<file path="src/rtl/mem_wb_stage.sv">
// MEM/WB pipeline register with load alignment/extension, register-file write port,
// decode operand bypass (enabled by WB_BYPASS_EN) and a retired-instruction counter.
module mem_wb_stage #(
  parameter int DATA_W = 32,
  parameter int REG_AW = 5,
  parameter int CNT_W  = 32
) (
  input  logic              clk,
  input  logic              Clrn,
  input  logic              stall,
  input  logic              flush,
  input  logic              m_valid,
  input  logic              m_reg_write,
  input  logic [REG_AW-1:0] m_rd,
  input  logic [DATA_W-1:0] m_alu,
  input  logic              m_is_load,
  input  logic [1:0]        m_ld_size,
  input  logic              m_ld_uns,
  input  logic [DATA_W-1:0] m_rdata,
  output logic [REG_AW-1:0] wb_wn,
  output logic [DATA_W-1:0] wb_d,
  output logic              wb_we,
  input  logic [REG_AW-1:0] rna,
  input  logic [REG_AW-1:0] rnb,
  input  logic [DATA_W-1:0] rf_qa,
  input  logic [DATA_W-1:0] rf_qb,
  output logic [DATA_W-1:0] qa_o,
  output logic [DATA_W-1:0] qb_o,
  output logic [CNT_W-1:0]  retire_cnt
);

  logic              valid_q, valid_d;
  logic              reg_write_q, reg_write_d;
  logic [REG_AW-1:0] rd_q, rd_d;
  logic [DATA_W-1:0] alu_q, alu_d;
  logic              is_load_q, is_load_d;
  logic [1:0]        ld_size_q, ld_size_d;
  logic              ld_uns_q, ld_uns_d;
  logic [DATA_W-1:0] rdata_q, rdata_d;
  logic [CNT_W-1:0]  cnt_q, cnt_d;
  logic [DATA_W-1:0] ld_ext_s;

  // Select byte/half/word from the raw memory word and sign- or zero-extend it.
  function automatic logic [DATA_W-1:0] ld_extend(input logic [DATA_W-1:0] rdata,
                                                  input logic [1:0] a,
                                                  input logic [1:0] size,
                                                  input logic uns);
    logic [7:0]  b;
    logic [15:0] h;
    logic [DATA_W-1:0] r;
    case (a)
      2'd0:    b = rdata[7:0];
      2'd1:    b = rdata[15:8];
      2'd2:    b = rdata[23:16];
      default: b = rdata[31:24];
    endcase
    h = a[1] ? rdata[31:16] : rdata[15:0];
    case (size)
      2'b00:   r = {{24{~uns & b[7]}}, b};
      2'b01:   r = {{16{~uns & h[15]}}, h};
      default: r = rdata;
    endcase
    return r;
  endfunction

  // Next-state: flush kills, stall holds, otherwise capture the MEM stage.
  always_comb begin
    valid_d     = valid_q;
    reg_write_d = reg_write_q;
    rd_d        = rd_q;
    alu_d       = alu_q;
    is_load_d   = is_load_q;
    ld_size_d   = ld_size_q;
    ld_uns_d    = ld_uns_q;
    rdata_d     = rdata_q;
    if (flush) begin
      valid_d = 1'b0;
    end else if (stall) begin
      valid_d = valid_q;
    end else begin
      valid_d     = m_valid;
      reg_write_d = m_reg_write;
      rd_d        = m_rd;
      alu_d       = m_alu;
      is_load_d   = m_is_load;
      ld_size_d   = m_ld_size;
      ld_uns_d    = m_ld_uns;
      rdata_d     = m_rdata;
    end
    if (valid_q && !stall && !flush) begin
      cnt_d = cnt_q + {{(CNT_W-1){1'b0}}, 1'b1};
    end else begin
      cnt_d = cnt_q;
    end
  end

  // WB pipeline registers and retire counter.
  always_ff @(posedge clk or negedge Clrn) begin
    if (!Clrn) begin
      valid_q     <= 1'b0;
      reg_write_q <= 1'b0;
      rd_q        <= {REG_AW{1'b0}};
      alu_q       <= {DATA_W{1'b0}};
      is_load_q   <= 1'b0;
      ld_size_q   <= 2'b00;
      ld_uns_q    <= 1'b0;
      rdata_q     <= {DATA_W{1'b0}};
      cnt_q       <= {CNT_W{1'b0}};
    end else begin
      valid_q     <= valid_d;
      reg_write_q <= reg_write_d;
      rd_q        <= rd_d;
      alu_q       <= alu_d;
      is_load_q   <= is_load_d;
      ld_size_q   <= ld_size_d;
      ld_uns_q    <= ld_uns_d;
      rdata_q     <= rdata_d;
      cnt_q       <= cnt_d;
    end
  end

  assign ld_ext_s   = ld_extend(rdata_q, alu_q[1:0], ld_size_q, ld_uns_q);
  assign wb_we      = valid_q & reg_write_q & (rd_q != {REG_AW{1'b0}});
  assign wb_wn      = rd_q;
  assign wb_d       = is_load_q ? ld_ext_s : alu_q;
  assign retire_cnt = cnt_q;

`ifdef WB_BYPASS_EN
  // Forward the value being written this cycle to a matching decode read.
  assign qa_o = ((rna != {REG_AW{1'b0}}) && wb_we && (rna == wb_wn)) ? wb_d : rf_qa;
  assign qb_o = ((rnb != {REG_AW{1'b0}}) && wb_we && (rnb == wb_wn)) ? wb_d : rf_qb;
`else
  logic unused_rn_s;
  assign unused_rn_s = ^{rna, rnb};
  assign qa_o = rf_qa;
  assign qb_o = rf_qb;
`endif

endmodule

</file>
<file path="config.mk">
export PLATFORM = sky130hd
export DESIGN_NAME = mem_wb_stage
export DESIGN_NICKNAME = d
export VERILOG_FILES = /design/src/rtl/mem_wb_stage.sv
export SDC_FILE = /design/constraint.sdc
export NUM_CORES = 1
export LEC_CHECK = 0
export BUFFER_PORTS_ARGS = -buffer_cell sky130_fd_sc_hd__buf_2
export CORE_MARGIN = 1
export CORE_UTILIZATION = 46
export CTS_CLUSTER_DIAMETER = 50
export DETAILED_ROUTE_END_ITERATION = 8
export PLACE_DENSITY = 0.86
export SLEW_MARGIN = 20
export SYNTH_ARGS = -nofsm -noshare
export SYNTH_HDL_FRONTEND = slang
export SYNTH_SLANG_ARGS = --single-unit
</file>
<file path="constraint.sdc">
create_clock -name clk -period 1.8 [get_ports clk]
set_input_delay 0.18 -clock clk [delete_from_list [all_inputs] [get_ports clk]]
set_output_delay 0.18 -clock clk [all_outputs]
set_load 0.1 [all_outputs]
</file>
==> reports/metrics.yaml <==
status:
  run_status: "finished with violations"
  violations: "DRC, setup timing"
clock_network:
  cts_tree: "built"
  cts_buffers: 9
  ctsLongestPathBuffers: 2
  clockRootBuffer: "clkbuf_16"
  clk-insertion-delay-late_ns: 0.35
  numClockSinks: 107
  cts_htree_levels: 3
  cts.clk_slew.worst_paths_ns: 0.07
synth:
  syn_area_um2: 5597
  ys_seq_area_share_pct: 47.84
  yosys.area.top_type: "dfrtp_1"
  synth_top_area_share_pct: 47.84
  synth.distinct_cells: 41
  avgSynthCellArea_um2: 10.70
  yosys_warnings: 0
  ys_ff_latch: 107
  syn_nets: 677
  syn_inst: 523
  synth.top_cells.by_area: "dfrtp_1, mux2_2, buf_4"
setup_path:
  crit_type: "reg2out"
  cp-end-kind: "output pin"
  worstPathArrival_ns: 2.10
  cp_slowest_cell: "dfrtp_2"
  crit_path_max_incr_delay_ns: 0.47
  crit_chain: "mux2i_4, buf_6, o22ai_4, a21boi_4, clkbuf_16, a21oi_4, buf_12"
  start_kind: "flop"
  required_ns: 1.62
  critPathMaxFanout: 7
routing:
  vias: 4449
  first_iter_violations: 233
  avgRoutedWirePerCell_um: 21.45
  route.final.wire_length_mm: 16.96
  via_per_inst: 5.625
  drc: 20
  ant_nets: 0
  first_pass_iters: 6
floorplan:
  die_w_um: 112.3
  die_area_um2: 12610
  top_level_ports: 287
  rows: 39
  die_h_um: 112.3
  coreArea_um2: 11610
  start_util_pct: 48.19
global_route:
  grtUsageMet3_pct: 12.15
  grt_pass1_wl_mm: 25.64
  grt_max_degree: 49
  antenna_found_initial: 2
  gr-usage-met1_pct: 28.75
  track_usage_pct: 26.80
  overflow: 0
  grt_pass1_vias: 4506
  grt.busiest_layer: "met2"
  use_met2_pct: 47.41
layout:
  fin_cells: 791
  area_delta_synth_final_pct: 42.99
  nNetsFinal: 797
  layout-drive-gt1-share_pct: 60.49
  seq_area_um2: 2750
  multi_input_area_um2: 2887
  design_area_um2: 8003
  nFillCells: 778
  antenna_cells: 0
  final_util_pct: 68.91
place:
  place_ws_ns: -0.1149
  gp_congestion: 0.8848
  io_buffer_count: 148
  post_dp_cell_area_um2: 7298
  dp_hpwl_mm: 12.70
  placedCellCount: 767
sta:
  finalMaxSlewViolations: 0
  hold_viol: 0
  setup_viol: 33
  layout_min_cycle_time_ns: 2.279
  rsz0062_at_grt: "true"
  tightest_slew_ns: 0.5454
  max_freq_ghz: 0.4388
  maxSlewHeadroom_pct: 63.37
  skew_ns: 0.007641
  fin_crit_sh_pct: 126.6
  worst_slack_ns: -0.4792
flow_run:
  cap_viol_max_count: 0
hold_path:
  hp-class: "in2reg"
pwr:
  vdd_drop_max_mv: 1.049
  power-per-cell-area_nw_per_um2: 1263
  p_leak_nw: 3.530
  power_mw: 10.11
[power by group]
part / total [mW] / switching [mW] / internal (mW)
logic: 4.74 / 2.95 / 1.79
clock network: 2.38 / 0.847 / 1.54
registers: 2.98 / 0.283 / 2.70
total: 10.1 / 4.08 / 6.03
[kinds of logic after synthesis]
logic type	share of synthesized area [%]
flops	47.84
compound gates	8.942
fa+ha+maj	0.2235
simple gates	12.18
buf+inv	11.58
xor+xnor	4.851
mux	14.38
[cells in the mapped netlist, drive strengths merged]
cell and count:
dfrtp 107, buf 75, mux2 67, nand2 36, nor2 33, a21oi 30, xnor2 27, clkbuf 17
nand4 15, o21ai 15, inv 10, nand3 10, a22oi 7, nand3b 7, o22ai 7, and3 6
nor2b 6, a211o 5, a21o 5, a22o 5, mux2i 5, or3 4, xor2 4, and4 3
a21boi 2, a31oi 2, and2 2, nor3 2, nor4 2, or3b 2, ha 1, nand2b 1
o311a 1, o31ai 1, o32ai 1
[stage by stage]
| stage | setup TNS [ns] | hold slack (ns) |
|---|---|---|
| floorplan | -5.536 | -0.1156 |
| global placement | -0.7723 | 0.1962 |
| detailed placement | -2.544 | 0.2033 |
| CTS | -11.32 | 0.04978 |
| global route | -14.45 | 0.05592 |
| finish | -12.65 | 0.05762 |
[state kept, by name, indices dropped and copies added, names as in the netlist]
signal,cells
is_load_q,1
reg_write_q,1
retire_cnt,32
alu_q,32
wb_wn,5
ld_uns_q,1
ld_size_q,2
rdata_q,32
valid_q,1
[placed cells by master (no fill, tap or decap), types with 4 or more instances in the layout]
| cell | count |
|---|---|
| inv_1 | 9 |
| nand3_1 | 9 |
| o21ai_0 | 9 |
| dfrtp_4 | 13 |
| buf_2 | 114 |
| o21ai_2 | 4 |
| xor2_1 | 4 |
| nand4_1 | 14 |
| buf_6 | 9 |
| o22ai_4 | 6 |
| xnor2_1 | 27 |
| nor2_1 | 31 |
| mux2_2 | 67 |
| a21oi_2 | 5 |
| clkbuf_16 | 10 |
| a211o_1 | 5 |
| a21o_1 | 5 |
| buf_4 | 36 |
| bufinv_16 | 4 |
| buf_12 | 40 |
| dfrtp_1 | 75 |
| a21oi_4 | 25 |
| and3_1 | 6 |
| dfrtp_2 | 19 |
| nand3b_1 | 7 |
| nand2_1 | 36 |
| a22oi_2 | 6 |
[layout make-up]
cell class / instances / share of cell area, %
Sequential cell: 107 / 34.37
Clock buffer: 11 / 3.033
Multi-Input combinational cell: 314 / 36.07
Inverter: 10 / 0.5159
Clock inverter: 5 / 1.563
Timing Repair Buffer: 201 / 22.22
Tap cell: 143 / 2.236
[worst paths after layout]
check	from	end	slack, ns	cells past startpoint
max reg2reg	valid_q	retire_cnt[10]	0.08	5
max in group asynchronous	Clrn	alu_q[0]	0.81	3
min reg2reg	retire_cnt[31]	retire_cnt[31]	0.48	1
max	alu_q[1]	wb_d[20]	-0.48	7
min in group asynchronous	Clrn	retire_cnt[5]	0.37	2
min	m_alu[3]	alu_q[3]	0.06	3
[repair_timing]
action	4_1_cts	5_1_grt
buffers inserted	8	2
endpoints found under the setup margin	34	34
resized for setup	44	22
hold endpoints to repair	39	0
pin swaps	12	8
hold buffers	1	0
cloned	0	1
[metal layers]
layer  vias to the layer above  wire length, µm
li1                       1992                -
met3                        41             1869
met2                       228             8673
met4                         2              444
met1                      2186             5963
met5                         -               13
[critical path: cells and delay by family (launching register included)]
family	cells	cell delay, ns
AOI/OAI and AO/OA	3	0.44
buffers and inverters	3	0.54
DFF	1	0.47
muxes	1	0.30
(Power assumes the default switching activity.)
